==> src/rtl/rs_arbiter_if.sv <==
// Signal bundle between the RS arbiter, the two deinterleaver streams and the shared RS decoder.
interface rs_arbiter_if #(
    parameter int unsigned CNT_W = 16
);
    logic             ts0_rs_req;
    logic [1:0]       ts0_rs_mode;
    logic             ts0_rs_en_in;
    logic [7:0]       ts0_rs_din;
    logic             ts0_rs_gnt;
    logic             ts0_rs_en_out;
    logic [7:0]       ts0_rs_dout;
    logic             ts0_rs_done;
    logic             ts0_rs_fail;
    logic [CNT_W-1:0] ts0_fail_cnt;

    logic             ts1_rs_req;
    logic [1:0]       ts1_rs_mode;
    logic             ts1_rs_en_in;
    logic [7:0]       ts1_rs_din;
    logic             ts1_rs_gnt;
    logic             ts1_rs_en_out;
    logic [7:0]       ts1_rs_dout;
    logic             ts1_rs_done;
    logic             ts1_rs_fail;
    logic [CNT_W-1:0] ts1_fail_cnt;

    logic [1:0]       rs_mode;
    logic             rs_en_in;
    logic [7:0]       rs_din;
    logic             rs_en_out;
    logic [7:0]       rs_dout;
    logic             rs_row_finish;
    logic             rs_cor_fail;
    logic             rs_timeout;

    // Streams and decoder side
    modport master (
        output ts0_rs_req, ts0_rs_mode, ts0_rs_en_in, ts0_rs_din,
        output ts1_rs_req, ts1_rs_mode, ts1_rs_en_in, ts1_rs_din,
        input  ts0_rs_gnt, ts0_rs_en_out, ts0_rs_dout, ts0_rs_done, ts0_rs_fail, ts0_fail_cnt,
        input  ts1_rs_gnt, ts1_rs_en_out, ts1_rs_dout, ts1_rs_done, ts1_rs_fail, ts1_fail_cnt,
        input  rs_mode, rs_en_in, rs_din, rs_timeout,
        output rs_en_out, rs_dout, rs_row_finish, rs_cor_fail
    );

    // Arbiter side
    modport slave (
        input  ts0_rs_req, ts0_rs_mode, ts0_rs_en_in, ts0_rs_din,
        input  ts1_rs_req, ts1_rs_mode, ts1_rs_en_in, ts1_rs_din,
        output ts0_rs_gnt, ts0_rs_en_out, ts0_rs_dout, ts0_rs_done, ts0_rs_fail, ts0_fail_cnt,
        output ts1_rs_gnt, ts1_rs_en_out, ts1_rs_dout, ts1_rs_done, ts1_rs_fail, ts1_fail_cnt,
        output rs_mode, rs_en_in, rs_din, rs_timeout,
        input  rs_en_out, rs_dout, rs_row_finish, rs_cor_fail
    );
endinterface

==> src/rtl/rs_arbiter.sv <==
// Round-robin owner arbitration of the shared RS decoder between ts0 and ts1,
// with per-stream failure counters and a stuck-row watchdog.
module rs_arbiter #(
    parameter int unsigned TIMEOUT = 4095,
    parameter int unsigned CNT_W   = 16
) (
    input logic         clk,
    input logic         reset,
    rs_arbiter_if.slave bus
);
    localparam int unsigned WD_W = $clog2(TIMEOUT + 1);

    typedef enum logic [1:0] {
        IDLE = 2'd0,
        OWN0 = 2'd1,
        OWN1 = 2'd2
    } state_t;

    state_t           state_q, state_d;
    logic             last_owner_q;
    logic [WD_W-1:0]  wd_q;
    logic [1:0]       mode_q;
    logic             done0_q, done1_q, fail0_q, fail1_q, tmo_q;
    logic [CNT_W-1:0] cnt0_q, cnt1_q;

    logic own0, own1, own_req, wd_hit;
    logic done0_d, done1_d, fail_d, tmo_d;

    assign own0    = (state_q == OWN0);
    assign own1    = (state_q == OWN1);
    assign own_req = own0 ? bus.ts0_rs_req : bus.ts1_rs_req;
    assign wd_hit  = (wd_q == WD_W'(TIMEOUT - 1));

    // State register
    always_ff @(posedge clk) begin
        if (reset) state_q <= IDLE;
        else       state_q <= state_d;
    end

    // Next state: ts0 wins when alone or when ts1 owned last
    always_comb begin
        state_d = state_q;
        unique case (state_q)
            IDLE: begin
                if (bus.ts0_rs_req && (!bus.ts1_rs_req || last_owner_q)) state_d = OWN0;
                else if (bus.ts1_rs_req)                                 state_d = OWN1;
            end
            OWN0, OWN1: begin
                if (bus.rs_row_finish || wd_hit || !own_req) state_d = IDLE;
            end
            default: state_d = IDLE;
        endcase
    end

    // Row completion outcome; finish outranks watchdog, abort produces nothing
    always_comb begin
        done0_d = 1'b0;
        done1_d = 1'b0;
        fail_d  = 1'b0;
        tmo_d   = 1'b0;
        if (own0 || own1) begin
            if (bus.rs_row_finish) begin
                done0_d = own0;
                done1_d = own1;
                fail_d  = bus.rs_cor_fail;
            end else if (wd_hit) begin
                done0_d = own0;
                done1_d = own1;
                fail_d  = 1'b1;
                tmo_d   = 1'b1;
            end
        end
    end

    // Registered outputs, mode latch, watchdog and counters
    always_ff @(posedge clk) begin
        if (reset) begin
            last_owner_q <= 1'b1;
            wd_q         <= '0;
            mode_q       <= '0;
            done0_q      <= 1'b0;
            done1_q      <= 1'b0;
            fail0_q      <= 1'b0;
            fail1_q      <= 1'b0;
            tmo_q        <= 1'b0;
            cnt0_q       <= '0;
            cnt1_q       <= '0;
        end else begin
            done0_q <= done0_d;
            done1_q <= done1_d;
            fail0_q <= done0_d & fail_d;
            fail1_q <= done1_d & fail_d;
            tmo_q   <= tmo_d;
            if (done0_d && fail_d && (cnt0_q != '1)) cnt0_q <= cnt0_q + CNT_W'(1);
            if (done1_d && fail_d && (cnt1_q != '1)) cnt1_q <= cnt1_q + CNT_W'(1);

            if (state_q == IDLE) begin
                wd_q <= '0;
                if (state_d == OWN0)      mode_q <= bus.ts0_rs_mode;
                else if (state_d == OWN1) mode_q <= bus.ts1_rs_mode;
            end else if (state_d == IDLE) begin
                wd_q         <= '0;
                mode_q       <= '0;
                last_owner_q <= own1;
            end else begin
                wd_q <= wd_q + WD_W'(1);
            end
        end
    end

    // Return path, visible to the owner only
    assign bus.ts0_rs_gnt    = own0;
    assign bus.ts0_rs_en_out = bus.rs_en_out & own0;
    assign bus.ts0_rs_dout   = own0 ? bus.rs_dout : 8'h00;
    assign bus.ts0_rs_done   = done0_q;
    assign bus.ts0_rs_fail   = fail0_q;
    assign bus.ts0_fail_cnt  = cnt0_q;

    assign bus.ts1_rs_gnt    = own1;
    assign bus.ts1_rs_en_out = bus.rs_en_out & own1;
    assign bus.ts1_rs_dout   = own1 ? bus.rs_dout : 8'h00;
    assign bus.ts1_rs_done   = done1_q;
    assign bus.ts1_rs_fail   = fail1_q;
    assign bus.ts1_fail_cnt  = cnt1_q;

    // Forward path, driven by the owner only
    assign bus.rs_mode    = mode_q;
    assign bus.rs_en_in   = (bus.ts0_rs_en_in & own0) | (bus.ts1_rs_en_in & own1);
    assign bus.rs_din     = own0 ? bus.ts0_rs_din : (own1 ? bus.ts1_rs_din : 8'h00);
    assign bus.rs_timeout = tmo_q;
endmodule

==> src/flat_wrapper.sv <==
// flat-port wrapper written by rule: the top's interface ports become plain ports
module rs_arbiter_flat 
#(
    parameter int unsigned TIMEOUT = 4095,
    parameter int unsigned CNT_W   = 16
)
  (clk, reset, bus_ts0_rs_req, bus_ts0_rs_mode, bus_ts0_rs_en_in, bus_ts0_rs_din, bus_ts1_rs_req, bus_ts1_rs_mode, bus_ts1_rs_en_in, bus_ts1_rs_din, bus_ts0_rs_gnt, bus_ts0_rs_en_out, bus_ts0_rs_dout, bus_ts0_rs_done, bus_ts0_rs_fail, bus_ts0_fail_cnt, bus_ts1_rs_gnt, bus_ts1_rs_en_out, bus_ts1_rs_dout, bus_ts1_rs_done, bus_ts1_rs_fail, bus_ts1_fail_cnt, bus_rs_mode, bus_rs_en_in, bus_rs_din, bus_rs_timeout, bus_rs_en_out, bus_rs_dout, bus_rs_row_finish, bus_rs_cor_fail);
  rs_arbiter_if #(.CNT_W(CNT_W)) bus_i ();
  input logic clk;
  input logic reset;
  input wire logic [$bits(bus_i.ts0_rs_req)-1:0] bus_ts0_rs_req;
  input wire logic [$bits(bus_i.ts0_rs_mode)-1:0] bus_ts0_rs_mode;
  input wire logic [$bits(bus_i.ts0_rs_en_in)-1:0] bus_ts0_rs_en_in;
  input wire logic [$bits(bus_i.ts0_rs_din)-1:0] bus_ts0_rs_din;
  input wire logic [$bits(bus_i.ts1_rs_req)-1:0] bus_ts1_rs_req;
  input wire logic [$bits(bus_i.ts1_rs_mode)-1:0] bus_ts1_rs_mode;
  input wire logic [$bits(bus_i.ts1_rs_en_in)-1:0] bus_ts1_rs_en_in;
  input wire logic [$bits(bus_i.ts1_rs_din)-1:0] bus_ts1_rs_din;
  output wire logic [$bits(bus_i.ts0_rs_gnt)-1:0] bus_ts0_rs_gnt;
  output wire logic [$bits(bus_i.ts0_rs_en_out)-1:0] bus_ts0_rs_en_out;
  output wire logic [$bits(bus_i.ts0_rs_dout)-1:0] bus_ts0_rs_dout;
  output wire logic [$bits(bus_i.ts0_rs_done)-1:0] bus_ts0_rs_done;
  output wire logic [$bits(bus_i.ts0_rs_fail)-1:0] bus_ts0_rs_fail;
  output wire logic [$bits(bus_i.ts0_fail_cnt)-1:0] bus_ts0_fail_cnt;
  output wire logic [$bits(bus_i.ts1_rs_gnt)-1:0] bus_ts1_rs_gnt;
  output wire logic [$bits(bus_i.ts1_rs_en_out)-1:0] bus_ts1_rs_en_out;
  output wire logic [$bits(bus_i.ts1_rs_dout)-1:0] bus_ts1_rs_dout;
  output wire logic [$bits(bus_i.ts1_rs_done)-1:0] bus_ts1_rs_done;
  output wire logic [$bits(bus_i.ts1_rs_fail)-1:0] bus_ts1_rs_fail;
  output wire logic [$bits(bus_i.ts1_fail_cnt)-1:0] bus_ts1_fail_cnt;
  output wire logic [$bits(bus_i.rs_mode)-1:0] bus_rs_mode;
  output wire logic [$bits(bus_i.rs_en_in)-1:0] bus_rs_en_in;
  output wire logic [$bits(bus_i.rs_din)-1:0] bus_rs_din;
  output wire logic [$bits(bus_i.rs_timeout)-1:0] bus_rs_timeout;
  input wire logic [$bits(bus_i.rs_en_out)-1:0] bus_rs_en_out;
  input wire logic [$bits(bus_i.rs_dout)-1:0] bus_rs_dout;
  input wire logic [$bits(bus_i.rs_row_finish)-1:0] bus_rs_row_finish;
  input wire logic [$bits(bus_i.rs_cor_fail)-1:0] bus_rs_cor_fail;
  assign bus_i.ts0_rs_req = bus_ts0_rs_req;
  assign bus_i.ts0_rs_mode = bus_ts0_rs_mode;
  assign bus_i.ts0_rs_en_in = bus_ts0_rs_en_in;
  assign bus_i.ts0_rs_din = bus_ts0_rs_din;
  assign bus_i.ts1_rs_req = bus_ts1_rs_req;
  assign bus_i.ts1_rs_mode = bus_ts1_rs_mode;
  assign bus_i.ts1_rs_en_in = bus_ts1_rs_en_in;
  assign bus_i.ts1_rs_din = bus_ts1_rs_din;
  assign bus_ts0_rs_gnt = bus_i.ts0_rs_gnt;
  assign bus_ts0_rs_en_out = bus_i.ts0_rs_en_out;
  assign bus_ts0_rs_dout = bus_i.ts0_rs_dout;
  assign bus_ts0_rs_done = bus_i.ts0_rs_done;
  assign bus_ts0_rs_fail = bus_i.ts0_rs_fail;
  assign bus_ts0_fail_cnt = bus_i.ts0_fail_cnt;
  assign bus_ts1_rs_gnt = bus_i.ts1_rs_gnt;
  assign bus_ts1_rs_en_out = bus_i.ts1_rs_en_out;
  assign bus_ts1_rs_dout = bus_i.ts1_rs_dout;
  assign bus_ts1_rs_done = bus_i.ts1_rs_done;
  assign bus_ts1_rs_fail = bus_i.ts1_rs_fail;
  assign bus_ts1_fail_cnt = bus_i.ts1_fail_cnt;
  assign bus_rs_mode = bus_i.rs_mode;
  assign bus_rs_en_in = bus_i.rs_en_in;
  assign bus_rs_din = bus_i.rs_din;
  assign bus_rs_timeout = bus_i.rs_timeout;
  assign bus_i.rs_en_out = bus_rs_en_out;
  assign bus_i.rs_dout = bus_rs_dout;
  assign bus_i.rs_row_finish = bus_rs_row_finish;
  assign bus_i.rs_cor_fail = bus_rs_cor_fail;
  rs_arbiter #(.TIMEOUT(TIMEOUT), .CNT_W(CNT_W)) u_core (.clk(clk), .reset(reset), .bus(bus_i));
endmodule
==> config.mk <==
export PLATFORM = sky130hd
export DESIGN_NAME = rs_arbiter_flat
export DESIGN_NICKNAME = d
export VERILOG_FILES = /design/src/rtl/rs_arbiter_if.sv /design/src/rtl/rs_arbiter.sv /design/src/flat_wrapper.sv
export SDC_FILE = /design/constraint.sdc
export NUM_CORES = 1
export LEC_CHECK = 0
export ABC_CLOCK_PERIOD_IN_PS = 4800
export BUFFER_PORTS_ARGS = -buffer_cell sky130_fd_sc_hd__buf_2
export CAP_MARGIN = 10
export CORE_ASPECT_RATIO = 0.9
export CORE_MARGIN = 3
export CORE_UTILIZATION = 53
export CTS_CLUSTER_SIZE = 12
export DETAILED_ROUTE_END_ITERATION = 8
export GPL_TIMING_DRIVEN = 0
export PLACE_DENSITY = 0.84
export SLEW_MARGIN = 0
export SYNTH_ARGS = -nofsm -noshare
export SYNTH_HDL_FRONTEND = slang
export SYNTH_SLANG_ARGS = --single-unit
export TNS_END_PERCENT = 100
==> constraint.sdc <==
create_clock -name clk -period 4.8 [get_ports clk]
set_input_delay 0.24 -clock clk [delete_from_list [all_inputs] [get_ports clk]]
set_output_delay 0.24 -clock clk [all_outputs]
set_load 0.02 [all_outputs]
==> flow_summary.json, run 1 <==
{
  "synth.yosys.seq_area_share": 0.382,
  "synth_edf_count": 0,
  "grt_usage": 0.224,
  "placementRows": 24,
  "via_count": 2841,
  "drt_drc_violations_left": 0,
  "power_leakage_uw": 0.00149,
  "route.antenna.remaining_nets": 0,
  "routed_wire_length_per_instance_microns": 13.9,
  "setup_violations": 0,
  "cts_sinks": 54,
  "design.die.area_sq_mm": 0.00625,
  "place.detailed.hpwl_mm": 5.48,
  "slew-limit-headroom": 0.640,
  "net_count_reported_at_finish": 491,
  "max_freq_ghz": 0.335,
  "drive_above_1_share": 0.279,
  "report.power.total_uw": 903,
  "instances_no_fill": 510,
  "fp.dieH_microns": 75.3,
  "number_of_global_route_vias_before_repair": 2637,
  "io_buffers": 103,
  "tritoncts": "done",
  "vias_per_cell": 5.57,
  "setup.worst_path.end_class": "flip-flop",
  "layout_fillers": 420,
  "ctsRootBufferMaster": "sky130_fd_sc_hd__clkbuf_8",
  "required_ns": 5.04,
  "arrival_ns": 3.23,
  "slowest_stage": "sky130_fd_sc_hd__dfxtp_1",
  "max-cap-violations": 0,
  "synth_cell_types": 41,
  "initial_core_util": 0.567,
  "num_antenna_cells": 0,
  "grt_setup_unrepaired": "no",
  "clock_latency_ns": 0.30,
  "timing.critical_path.fanout_max": 10,
  "route.final.wire_length_mm": 7.07,
  "cts_hold_buffers": 0,
  "ys_async_sr_fraction": 0,
  "tightestPinTransition_ns": 0.540,
  "clock_tree.buffer_depth": 2,
  "synthesis.area_sq_mm": 0.00283,
  "worst_setup_path_class": "reg2reg",
  "synth.top_cell.area_share": 0.382,
  "net_count_synth": 381,
  "worst_setup_hold_path_clk_slew_ns": 0.09,
  "die_width_microns": 83.0,
  "antenna_found_initial": 0,
  "worst_ir_drop_vdd_mv": 0.183,
  "area_growth_pct": 24.3,
  "timing.final.max_slew_violations": 0,
  "status": "finished, final reports clean",
  "dr.first_iter.drc_count": 189,
  "cp_cell_sequence": "ha_1 -> clkbuf_1 -> mux2i_1 -> or2_2 -> nor2_1 -> a22oi_1 -> or2_2 -> ha_1 -> or3_1 -> clkbuf_1 -> nor2_1",
  "final_util": 0.705,
  "post-cts-setup-buffer-count": 0,
  "post-synth-top-area-cell": "sky130_fd_sc_hd__dfxtp_1",
  "cts-buffers-inserted": 5,
  "ios": 105,
  "gp_routability_congestion": 0.816,
  "start_kind": "flip-flop",
  "synthesis.instances": 334,
  "setup-tns-final_ns": 0,
  "timing.final.crit_period_ns": 2.99,
  "synth_area_per_cell_sq_um": 8.46,
  "finalClockSkew_ns": 0.00304,
  "ys_warn_count": 0,
  "dp_cells": 502,
  "final_min_period_over_clock_period": 0.622,
  "global_route.overflow_total": 0,
  "detailedRoute.firstPassIterationCount": 4,
  "synth_top_flop_cell": "sky130_fd_sc_hd__dfxtp_1",
  "grt_first_pass_wirelength_mm": 11.7,
  "ys_ff_latch": 54,
  "synth_area_leaders": "sky130_fd_sc_hd__dfxtp_1, sky130_fd_sc_hd__nor2_1, sky130_fd_sc_hd__ha_1, sky130_fd_sc_hd__xor2_1, sky130_fd_sc_hd__or3_1",
  "floorplan.core_area_sq_mm": 0.00498,
  "hold_path.class": "in2reg",
  "post_cts_resize_count": 0,
  "grt_max_degree": 16,
  "hold_viol": 0,
  "slowest_delay_ns": 0.43,
  "cellPowerDensity_mw_per_mm2": 257,
  "htreeDepth": 2
}
==> area by class of cell <==
type | count | area (sq um) | share of cell area
repair buffers | 103 | 515 | 0.147
clock buffers | 7 | 86.3 | 0.0246
clock inverters | 1 | 5.00 | 0.00142
flip-flops and latches | 54 | 1080 | 0.308
multi-input cells | 253 | 1640 | 0.466
inverters | 8 | 30.0 | 0.00854
plain buffers | 19 | 77.6 | 0.0221
well taps | 65 | 81.3 | 0.0231
==> state kept, by name, indices dropped and copies added, names as in the netlist, 2 cells and up <==
| name | flops |
|---|---|
| u_core.wd_q | 12 |
| u_core.bus.ts0_fail_cnt | 16 |
| u_core.state_q | 2 |
| u_core.bus.ts1_fail_cnt | 16 |
| u_core.bus.rs_mode | 2 |
==> worst paths after layout <==
path / slack (ns) / cells after the start / end / from
min reg2reg: 0.49 / 1 / u_core.wd_q[0] / u_core.wd_q[0]
max reg2reg: 1.81 / 11 / u_core.wd_q[11] / u_core.state_q[0]
min: 0.30 / 3 / u_core.bus.ts1_rs_done / bus_rs_row_finish
max: 1.81 / 11 / u_core.wd_q[11] / u_core.state_q[0]
==> power breakdown <==
group | leakage, uW | switching, uW | internal (uW)
logic | 0.00101 | 107 | 71.6
clock network | 0.0000482 | 145 | 117
registers | 0.000436 | 6.44 | 456
==> synth_stat cells, drive strengths merged (8+ instances only) <==
cell type	number
or4	8
a22o	9
clkbuf	16
o2111ai	9
xor2	14
inv	8
and2	18
nand4	9
or3	19
nand3	15
nand2	14
dfxtp	54
nor2	37
ha	10
a21oi	22
o21ai	18
==> worst max-delay path, delay by kind of cell (launching register included) <==
family | cells | cell delay [ns]
AOI/OAI and AO/OA | 1 | 0.10
DFF | 1 | 0.43
buffers and inverters | 2 | 0.56
and+or+nand+nor | 5 | 1.28
muxes | 1 | 0.12
adders and majority gates | 2 | 0.45
==> layout by cell type (no fill, tap or decap), types with 3 or more instances in the layout <==
cell and count:
sky130_fd_sc_hd__o31ai_1 7, sky130_fd_sc_hd__or2_2 5, sky130_fd_sc_hd__and2_1 18, sky130_fd_sc_hd__o21ai_0 17, sky130_fd_sc_hd__a21oi_1 22, sky130_fd_sc_hd__xnor2_1 5, sky130_fd_sc_hd__nand4_1 8, sky130_fd_sc_hd__nand3_1 14
sky130_fd_sc_hd__nor2_1 37, sky130_fd_sc_hd__clkbuf_1 17, sky130_fd_sc_hd__nor3_1 7, sky130_fd_sc_hd__o2111ai_1 9, sky130_fd_sc_hd__mux2i_1 4, sky130_fd_sc_hd__a32oi_1 3, sky130_fd_sc_hd__and3_1 4, sky130_fd_sc_hd__or3_1 19
sky130_fd_sc_hd__a22o_1 9, sky130_fd_sc_hd__nand2_1 14, sky130_fd_sc_hd__or4_1 8, sky130_fd_sc_hd__buf_2 105, sky130_fd_sc_hd__dfxtp_1 54, sky130_fd_sc_hd__xor2_1 14, sky130_fd_sc_hd__clkbuf_8 6, sky130_fd_sc_hd__inv_1 8
sky130_fd_sc_hd__ha_1 10
==> kinds of logic after synthesis <==
logic type	after synthesis	synth area share
buffers and inverters	27	0.0381
AOI/OAI and AO/OA	74	0.173
adders and majority gates	10	0.0443
DFF	54	0.382
xor gates and xnor gates	19	0.0589
and+or+nand+nor	144	0.281
muxes	6	0.0221
==> per-layer routing <==
| layer | track usage | vias to the layer above | wire length, microns |
|---|---|---|---|
| li1 | - | 1432 | - |
| met1 | 0.264 | 1311 | 3020 |
| met2 | 0.417 | 91 | 3460 |
| met3 | 0.0580 | 7 | 533 |
| met4 | 0.0526 | 0 | 52 |
| met5 | 0 | - | 0 |
==> through the flow <==
step                      setup WS [ns]  area, sq um  hold WS, ns
after global placement             1.89         3420        0.443
after global routing               1.56         3510        0.312
after detailed placement           1.83         3420        0.474
after floorplan                    2.09         2830        0.430
final                              1.81         3510        0.304
after CTS                          1.80         3510        0.297
No activity file was read; power rests on OpenSTA's default activity.
==> inputs of run 2 (changes only) <==
ABC_CLOCK_PERIOD_IN_PS = 2800   (was 4800)
CORE_UTILIZATION = 49   (was 53)
PLACE_DENSITY = 0.79   (was 0.84)
clock period = 2.8 ns   (was 4.8 ns; I/O delays follow)
==> run 2 against run 1 <==
  * Global-route usage down 0.30 points
  * Routed wire length up 6.2%
  * Non-clock buffer count fell by 1
  * Critical path depth unchanged
  * Clock skew shrank 0.00066 ns
  * Power is 74% higher
  * Sequential power up 72%
  * Setup slack got worse by 1.7 ns
  * Utilization down 4.6 points
  * Combinational power up 83%
  * Largest cell class unchanged
  * Highest routed layer unchanged
==> flow_summary.json, run 2 (synthesized netlist as in run 1, its figures left out) <==
{
  "status": "finished, final reports clean",
  "cp_cell_sequence": "inv_1 -> ha_4 -> nand2b_4 -> or2_2 -> o22ai_1 -> a32oi_1 -> or2_2 -> ha_2 -> or3_4 -> clkbuf_4 -> nor2_1",
  "worst-path-buf-inv": 2,
  "final_min_period_over_clock_period": 0.953,
  "slowest_delay_ns": 0.39,
  "global_route.overflow_total": 0,
  "area_growth_pct": 26.2,
  "routed_wire_length_per_instance_microns": 14.7,
  "finalClockSkew_ns": 0.00238,
  "setup_violations": 0,
  "htreeDepth": 2,
  "antenna_found_initial": 0,
  "num_antenna_cells": 0,
  "required_ns": 3.05,
  "route.final.wire_length_mm": 7.51,
  "cellPowerDensity_mw_per_mm2": 441,
  "design_area_sq_mm": 0.00357,
  "design.die.area_sq_mm": 0.00672,
  "grt_usage": 0.221,
  "tritoncts": "done",
  "multi_input_comb_area_sq_mm": 0.00168,
  "power_leakage_uw": 0.00150,
  "crit_top_cell": "sky130_fd_sc_hd__or2_2",
  "vias_per_cell": 5.64,
  "hold_viol": 0,
  "final_cell_mix": "sky130_fd_sc_hd__buf_2, sky130_fd_sc_hd__dfxtp_1, sky130_fd_sc_hd__nor2_1, sky130_fd_sc_hd__a21oi_1",
  "max-cap-violations": 0,
  "start_kind": "flip-flop",
  "drive_above_1_share": 0.300,
  "worst_setup_hold_path_clk_slew_ns": 0.09,
  "clock_tree.buffer_depth": 2,
  "cts_sinks": 54,
  "place.detailed.hpwl_mm": 5.56,
  "post_dp_area_sq_mm": 0.00343,
  "critical_path.top_delay_family": "simple AND/OR/NAND/NOR gates",
  "cts-buffers-inserted": 5,
  "layout_fillers": 502,
  "worst_ir_drop_vdd_mv": 0.325,
  "post_place_setup_slack_ns": -0.243,
  "timing.final.crit_period_ns": 2.67,
  "ios": 105,
  "fp.dieH_microns": 78.1,
  "timing.final.max_slew_violations": 0,
  "final_critical_path_setup_slack_ns": 0.130,
  "ctsRootBufferMaster": "sky130_fd_sc_hd__clkbuf_8",
  "timing.critical_path.fanout_max": 10,
  "initial_core_util": 0.522,
  "slew-limit-headroom": 0.608,
  "grt_max_degree": 16,
  "max_freq_ghz": 0.375,
  "setup.worst_path.end_class": "flip-flop",
  "tightestPinTransition_ns": 0.589,
  "gp_routability_congestion": 0.844,
  "drt_drc_violations_left": 0,
  "hold_path.class": "in2reg",
  "grt_setup_unrepaired": "no",
  "seq_area_sq_mm": 0.00109,
  "number_of_global_route_vias_before_repair": 2589,
  "detailedRoute.firstPassIterationCount": 4,
  "net_count_reported_at_finish": 490,
  "post-cts-setup-buffer-count": 0,
  "clock_latency_ns": 0.31,
  "dr.first_iter.drc_count": 175,
  "route.antenna.remaining_nets": 0,
  "io_buffers": 103,
  "worst_setup_path_class": "reg2reg",
  "slowest_stage": "sky130_fd_sc_hd__dfxtp_4",
  "via_count": 2884,
  "arrival_ns": 2.92,
  "grt_first_pass_wirelength_mm": 12.1,
  "setup-tns-final_ns": 0,
  "placementRows": 25,
  "die_width_microns": 86.1,
  "mostFrequentLayoutCell": "sky130_fd_sc_hd__buf_2",
  "floorplan.core_area_sq_mm": 0.00541
}
==> run 2: changes by cell type in the layout (fill, tap and decap cells not counted), sizes merged <==
cell	before	now
clkbuf	23	22
==> run 2: metal layers <==
layer  up-vias  GRT usage  wire length [microns]  part of all wire
li1       1436          -                      -                 -
met1      1337      0.277                   3280              0.44
met2       103      0.372                   3480              0.46
met3         8     0.0619                    654             0.087
met4         0     0.0617                     87             0.012
met5         -          0                      0                 0
==> run 2: what timing repair did <==
item,in CTS,in global routing
resized for setup,5,7
endpoints found under the setup margin,12,12
pin swaps,0,0
hold buffers,0,0
gates cloned,0,0
==> run 2: layout make-up <==
cell class                 count  share of cell area
multi-input combinational    253               0.472
inverter                       8             0.00842
clock inverter                 1             0.00140
clock buffer                   7              0.0242
buffer                        18              0.0217
timing repair buffer         103               0.145
sequential                    54               0.304
tap                           67              0.0235
==> run 2: path summary, 6_finish.rpt <==
| check | from | endpoint | slack (ns) | cells after the start |
|---|---|---|---|---|
| setup / recovery | u_core.state_q[0] | u_core.wd_q[4] | 0.13 | 11 |
| hold / removal | bus_rs_row_finish | u_core.bus.rs_timeout | 0.18 | 3 |
| setup reg to reg | u_core.state_q[0] | u_core.wd_q[4] | 0.13 | 11 |
| hold reg to reg | u_core.wd_q[0] | u_core.wd_q[0] | 0.47 | 1 |
==> run 2: tightest hold or removal path: cells and delay by family <==
kind                   cells  cell delay [ns]
buffers and inverters      1             0.11
AND/OR/NAND/NOR            2             0.20
==> run 2: power breakdown <==
part	switching [uW]	internal [uW]
logic	191	136
registers	12.1	783
clock network	250	200
total	453	1120
==> run 2: per-stage QoR <==
step                power, uW  instances  hold WS, ns  utilization
floorplan                1020        334        0.364            -
global placement         1110        504        0.444        0.633
detailed placement       1120        504        0.452        0.633
CTS                      1570        511        0.171        0.652
global route             1650        511        0.189        0.659
finish                   1570        511        0.182        0.659
